===== src/rtl/wb_sram_byte_en_ctrl.sv =====
// Wishbone classic-cycle slave in front of a byte-enable SRAM macro with one-cycle read latency.
// Registers each request, issues a single SRAM access, and answers with ack (or err when out of range).
module wb_sram_byte_en_ctrl #(
    parameter int DATA_WIDTH    = 32,
    parameter int ADDRESS_WIDTH = 10,
    parameter int WB_ADDR_WIDTH = 32
) (
    input  logic                       clk,
    input  logic                       reset,
    input  logic                       scan_in0,
    input  logic                       scan_in1,
    input  logic                       scan_in2,
    input  logic                       scan_in3,
    input  logic                       scan_in4,
    input  logic                       scan_enable,
    input  logic                       test_mode,
    output logic                       scan_out0,
    output logic                       scan_out1,
    output logic                       scan_out2,
    output logic                       scan_out3,
    output logic                       scan_out4,
    input  logic [WB_ADDR_WIDTH-1:0]   i_wb_adr,
    input  logic [DATA_WIDTH/8-1:0]    i_wb_sel,
    input  logic                       i_wb_we,
    input  logic [DATA_WIDTH-1:0]      i_wb_dat,
    input  logic                       i_wb_cyc,
    input  logic                       i_wb_stb,
    output logic [DATA_WIDTH-1:0]      o_wb_dat,
    output logic                       o_wb_ack,
    output logic                       o_wb_err,
    output logic [ADDRESS_WIDTH-1:0]   o_sram_address,
    output logic [DATA_WIDTH-1:0]      o_sram_write_data,
    output logic                       o_sram_write_enable,
    output logic [DATA_WIDTH/8-1:0]    o_sram_byte_enable,
    input  logic [DATA_WIDTH-1:0]      i_sram_read_data,
    output logic                       o_busy
);

    localparam int SEL_WIDTH = DATA_WIDTH / 8;

    // state  | meaning
    // IDLE   | waiting for cyc&stb; request registered into the SRAM output stage
    // ACCESS | SRAM address/byte enables (and write strobe) driven for one cycle
    // RDWAIT | macro read data valid; captured into the bus read register
    // RESP   | one-cycle ack or err back to the master
    typedef enum logic [1:0] {
        IDLE   = 2'd0,
        ACCESS = 2'd1,
        RDWAIT = 2'd2,
        RESP   = 2'd3
    } state_t;

    state_t                   state_q;
    logic                     we_q;
    logic                     ack_q;
    logic                     err_q;
    logic                     sram_we_q;
    logic [ADDRESS_WIDTH-1:0] sram_addr_q;
    logic [DATA_WIDTH-1:0]    sram_wdata_q;
    logic [SEL_WIDTH-1:0]     sram_be_q;
    logic [DATA_WIDTH-1:0]    rdata_q;

    logic                     req;
    logic                     out_of_range;
    logic [ADDRESS_WIDTH-1:0] word_adr;
    logic                     unused_inputs;

    assign req          = i_wb_cyc & i_wb_stb;
    assign word_adr     = i_wb_adr[ADDRESS_WIDTH+1:2];
    assign out_of_range = |i_wb_adr[WB_ADDR_WIDTH-1:ADDRESS_WIDTH+2];

    always_ff @(posedge clk or posedge reset) begin
        if (reset) begin
            state_q      <= IDLE;
            we_q         <= 1'b0;
            ack_q        <= 1'b0;
            err_q        <= 1'b0;
            sram_we_q    <= 1'b0;
            sram_addr_q  <= '0;
            sram_wdata_q <= '0;
            sram_be_q    <= '0;
            rdata_q      <= '0;
        end else begin
            // SRAM stage and responses are single-cycle pulses unless re-armed below
            ack_q        <= 1'b0;
            err_q        <= 1'b0;
            sram_we_q    <= 1'b0;
            sram_addr_q  <= '0;
            sram_wdata_q <= '0;
            sram_be_q    <= '0;
            case (state_q)
                IDLE: begin
                    if (req) begin
                        if (out_of_range) begin
                            err_q   <= 1'b1;
                            state_q <= RESP;
                        end else begin
                            we_q         <= i_wb_we;
                            sram_we_q    <= i_wb_we;
                            sram_addr_q  <= word_adr;
                            sram_be_q    <= i_wb_sel;
                            sram_wdata_q <= i_wb_we ? i_wb_dat : '0;
                            state_q      <= ACCESS;
                        end
                    end
                end
                ACCESS: begin
                    if (!i_wb_cyc) begin
                        state_q <= IDLE;
                    end else if (we_q) begin
                        ack_q   <= 1'b1;
                        state_q <= RESP;
                    end else begin
                        state_q <= RDWAIT;
                    end
                end
                RDWAIT: begin
                    if (!i_wb_cyc) begin
                        state_q <= IDLE;
                    end else begin
                        rdata_q <= i_sram_read_data;
                        ack_q   <= 1'b1;
                        state_q <= RESP;
                    end
                end
                RESP: begin
                    state_q <= IDLE;
                end
                default: begin
                    state_q <= IDLE;
                end
            endcase
        end
    end

    // A master that drops cyc while the response is up has abandoned the cycle.
    assign o_wb_ack            = ack_q & i_wb_cyc;
    assign o_wb_err            = err_q & i_wb_cyc;
    assign o_wb_dat            = rdata_q;
    assign o_sram_address      = sram_addr_q;
    assign o_sram_write_data   = sram_wdata_q;
    assign o_sram_write_enable = sram_we_q;
    assign o_sram_byte_enable  = sram_be_q;
    assign o_busy              = (state_q != IDLE);

    assign scan_out0 = 1'b0;
    assign scan_out1 = 1'b0;
    assign scan_out2 = 1'b0;
    assign scan_out3 = 1'b0;
    assign scan_out4 = 1'b0;

    assign unused_inputs = &{1'b0, scan_in0, scan_in1, scan_in2, scan_in3, scan_in4,
                             scan_enable, test_mode, i_wb_adr[1:0]};

endmodule


===== config.mk =====
export PLATFORM = sky130hd
export DESIGN_NAME = wb_sram_byte_en_ctrl
export DESIGN_NICKNAME = d
export VERILOG_FILES = /design/src/rtl/wb_sram_byte_en_ctrl.sv
export SDC_FILE = /design/constraint.sdc
export NUM_CORES = 1
export LEC_CHECK = 0
export CAP_MARGIN = 0
export CORE_ASPECT_RATIO = 0.5
export CORE_MARGIN = 2
export CORE_UTILIZATION = 33
export DETAILED_ROUTE_END_ITERATION = 10
export GPL_ROUTABILITY_DRIVEN = 0
export PLACE_DENSITY = 0.83
export SYNTH_ARGS = -nofsm -noshare
export SYNTH_HDL_FRONTEND = slang
export SYNTH_SLANG_ARGS = --single-unit

===== constraint.sdc =====
create_clock -name clk -period 3.05 [get_ports clk]
set_input_delay 0.915 -clock clk [delete_from_list [all_inputs] [get_ports clk]]
set_output_delay 0.915 -clock clk [all_outputs]
set_load 0.05 [all_outputs]

### Word-level counts from Yosys, hierarchy flattened

Index checks and enable logic that the tools add are counted.

| word-level totals | value |
|---|---|
| flip-flop bits (word level) | 84 |
| input port bits | 112 |
| output and inout bits | 87 |
| word-level logic and storage cells | 48 |

| operators by class | value |
|---|---|
| equality and inequality tests | 4 |
| muxes and demuxes | 26 |
| bitwise gates (word level) | 4 |
| reduce and logical (&&, ||, !) cells | 5 |

Operators with widths:

| operator | number |
|---|---|
| $mux W32 | 4 |
| $mux W10 | 3 |
| $reduce_or A20 Y1 | 1 |
| $mux W4 | 3 |
| $mux W1 | 10 |
| $mux W2 | 4 |
| $pmux W2 S4 | 1 |
| $eq A2 B2 Y1 const B | 2 |
| $and A1 B1 Y1 | 3 |
| $reduce_and A3 Y1 | 1 |
| $eq A2 B1 Y1 const B | 1 |
| $logic_not A2 Y1 | 1 |
| $ne A2 B2 Y1 const B | 1 |
| $pmux W1 S2 | 1 |
| $reduce_and A2 Y1 | 1 |
| $reduce_bool A2 Y1 | 1 |
| $not A1 Y1 | 1 |

### Depth between registers and ports, before layout

| depth | value |
|---|---|
| depth in word-level cells | 4 |
| depth in mapped cells | 6 |
| depth with buffers taken out | 5 |

### Worst setup path after synthesis

Ideal clock, no wire load.

| path | value |
|---|---|
| kind | input-to-output |
| start | in i_wb_cyc |
| end | out o_wb_ack |
| arrival | 1.322 ns |
| setup slack | 0.813 ns |
| cell stages on the path | 1 |
| path buffers | 0 |
| path through | and2_1 |

| on the way | value |
|---|---|
| word-level cells in the longest chain between the ends | 1 |

RTL lines:

| element | line | text |
|---|---|---|
| from (decl) | 26 | `input logic i_wb_cyc,` |
| $and A1 B1 Y1 | 137 | `assign o_wb_ack = ack_q & i_wb_cyc;` |
| to (decl) | 29 | `output logic o_wb_ack,` |

Every way passes these cells.

### Worst setup path in the final report

| path | value |
|---|---|
| start | reg state_q[1] |
| end | out o_busy |

| on the way | value |
|---|---|
| word-level cells in the longest chain between the ends | 1 |

RTL lines:

| element | line | text |
|---|---|---|
| from (decl) | 53 | `state_t state_q;` |
| from (signal assigned) | 74 | `state_q <= IDLE;` |
| from (signal assigned) | 96 | `state_q <= RESP;` |
| from (signal assigned) | 103 | `state_q <= ACCESS;` |
| $reduce_bool A2 Y1 | 144 | `assign o_busy = (state_q != IDLE);` |
| to (decl) | 36 | `output logic o_busy` |

Every way passes these cells.

==> impl_metrics.ini <==
[drt]
dr.pass1.iters = 4
drt_wl_total_mm = 8.10
postRouteAntennaNets = 0
viasPerCell = 4.24
drtIter0Drc = 67
vias = 2218
wl_per_cell_microns = 15.5
drc = 0

[logic_synthesis]
yosys_warnings = 0
synth_top_area_frac = 0.680
synthTopCellsByArea = dfrtp_1, mux2_2, and2_1
syn_area_per_cell_sq_um = 14.8
synth_compound_area_frac = 0.0101
yosys_most_used_dff = dfrtp_1
syn_area_sq_um = 3090
synth_edf_count = 0
ys_ff_latch = 84
async_flop_share = 1.00
synth_top_family_by_area = simple AND/OR/NAND/NOR gates
synth_cell_type_count = 22
synth_xor_area_frac = 0
yosys.area_share.simple = 0.141
synthAdderAreaFrac = 0.0122
synthCells = 209
synth-seq-area-share = 0.680
yosys.area.top_type = dfrtp_1
synthMuxAreaShare = 0.120

[die]
die_y_microns = 72.4
dieArea_sq_um = 10200
rows = 24
fp.coreArea_sq_um = 8890
io_pins = 199
initial_core_util = 0.348
fp.dieW_microns = 141

[clock_tree]
htree_levels = 3
ctsHoldBuffers = 0
cts_resized = 0
ctsLongestPathBuffers = 2
cts_buffers = 9
clk_pin_slew_ps = 60
cts_root_buffer = clkbuf_16
post-cts-setup-buffers = 0
cts_tree = yes
clk_latency_ps = 340
clkSinkCount = 84

[pwr]
ir_worst_vdd_uv = 373
pwr-share-clk = 0.243
power_switching_w = 0.00168
switching_share = 0.383
power_frac_comb = 0.424
power_density_nw_per_um2 = 817
power_leakage_nw = 2.37
intPower_w = 0.00271
pwr-share-seq = 0.333

[final_layout]
syn_to_final_growth_pct = 74.0
fin_nets = 517
final_area_sq_um = 5380
drive_gt1_frac = 0.155
antenna_cells = 0

[timing]
min_period_over_period = 0.923
fin_tns_setup_ps = 0
timing_hold_violations_final = 0
max_freq_mhz = 355
tightest_slew_ps = 555
finClkSkew_ps = 4.28
finalSetupViolCount = 0
slew_headroom = 0.629
min_period_ps = 2810
rsz0062_at_grt = false
finalMaxSlewViolations = 0

[worst_setup_path]
cp_max_fo = 5
end_kind = output pin
r2r-start = state_q[1]
reg2reg_depth = 6
cp_data_arrival_time_ps = 1900
reg2reg_slack_ps = 1400
cp.required_ps = 2130
crit_start = state_q[1]
cp-start-kind = flop
critPathCapture = o_busy
critPathKind = flop to output pin
reg2reg_to = o_sram_write_data[16]

[run]
max_cap_viol_count = 0

[status]
outcome = complete, no violations

[min_path]
hold_class = flop to flop
min_from = o_wb_dat[0]

[global_route]
track_usage = 0.168
overflow = 0
grt_pass1_wl_mm = 12.7
grt_max_degree = 46
first_global_vias = 2476
antenna_found_initial = 0

[placed_design]
hpwl_mm = 6.19
post_dp_cell_area_sq_um = 5090
port_buffers = 184
## power by group through the flow
| stage | Combinational [W] | Clock, W | Sequential (W) |
|---|---|---|---|
| 2_1_floorplan | 0.000407 | 0 | 0.00224 |
| 3_3_place_gp | 0.00185 | 0 | 0.00146 |
| 3_5_place_dp | 0.00187 | 0 | 0.00148 |
| 4_1_cts | 0.00188 | 0.00110 | 0.00147 |
| 5_1_grt | 0.00194 | 0.00115 | 0.00150 |
| 6_report | 0.00186 | 0.00107 | 0.00146 |
## final cells by class
type	count	area, sq um
fill	691	3510
clock buffer	9	225
multi-input combinational	112	896
sequential	84	2100
clock inverter	6	65.1
timing repair buffer	190	1920
tap	117	146
inverter	5	22.5
## worst min-delay path by stage
stage             endpoint  cells after the start
2_1_floorplan         we_q                      1
3_3_place_gp   o_wb_dat[2]                      1
3_5_place_dp   o_wb_dat[0]                      1
4_1_cts        o_wb_dat[0]                      1
5_1_grt        o_wb_dat[0]                      1
6_report       o_wb_dat[0]                      1
## kinds of logic after synthesis
| kind of cell | after synthesis |
|---|---|
| flip-flops | 84 |
| AND/OR/NAND/NOR | 66 |
| adder cells (fa/ha/maj) | 3 |
| other | 1 |
| AO/OA/AOI/OAI | 5 |
| buffers and inverters | 17 |
| multiplexers | 33 |
## sequential cells by signal (all words and copies together) (netlist names)
name and count:
we_q 1, o_wb_dat 32, err_q 1, o_sram_byte_enable 4, ack_q 1, o_sram_address 10, o_sram_write_enable 1, o_sram_write_data 32
state_q 2
## cell usage in the layout, fill, tap and decap left out
cell type        synthesis  layout
a21o_1                   1       1
and2_1                  49      49
and3_1                   1       1
buf_12                   0       3
buf_4                    5       5
bufinv_16                0       1
clkbuf_16                0       9
clkdlybuf4s50_1          0     182
clkinv_2                 0       2
clkinv_4                 0       1
clkinvlp_4               0       2
conb_1                   1       5
dfrtp_1                 84      84
ha_1                     3       3
inv_1                    5       4
inv_6                    0       1
mux2_2                  33      33
nand2_1                  4       4
nand3_1                  2       2
nand3_2                  1       1
nor2_1                   2       2
nor3_2                   1       1
nor4_1                   2       2
nor4_2                   3       3
nor4_4                   1       1
o21ai_0                  3       3
o221ai_1                 1       1
## per-layer routing
layer,track usage,routed length (microns),share of wire,vias up
met3,0.0554,358,0.044,30
met2,0.320,4720,0.58,72
met5,0,0,0,-
li1,-,-,-,1062
met4,0.110,356,0.044,0
met1,0.159,2660,0.33,1054
## through the flow
step / cells / setup WS [ps] / hold slack [ps] / util / total power (W)
after global placement: 508 / 309 / 487 / 0.572 / 0.00332
after floorplan: 213 / 813 / 481 / - / 0.00265
final: 523 / 235 / 501 / 0.605 / 0.00439
after detailed placement: 508 / 316 / 491 / 0.572 / 0.00335
after CTS: 523 / 212 / 505 / 0.605 / 0.00444
after global routing: 523 / 131 / 521 / 0.605 / 0.00458
## cell usage after synthesis (2+ instances only)
cell and number:
mux2_2 33, buf_4 5, o21ai_0 3, and2_1 49, inv_1 5, nand3_1 2, nand2_1 4, ha_1 3
nor2_1 2, nor4_1 2, nor4_2 3, buf_6 3, buf_1 3, dfrtp_1 84
## critical path: stages, from the launching register on
cell and delay (ps):
dfrtp_1 370, inv_1 70, ha_1 230, inv_1 80
clkdlybuf4s50_1 800
Note: power is estimated with default switching activity, not from simulation.
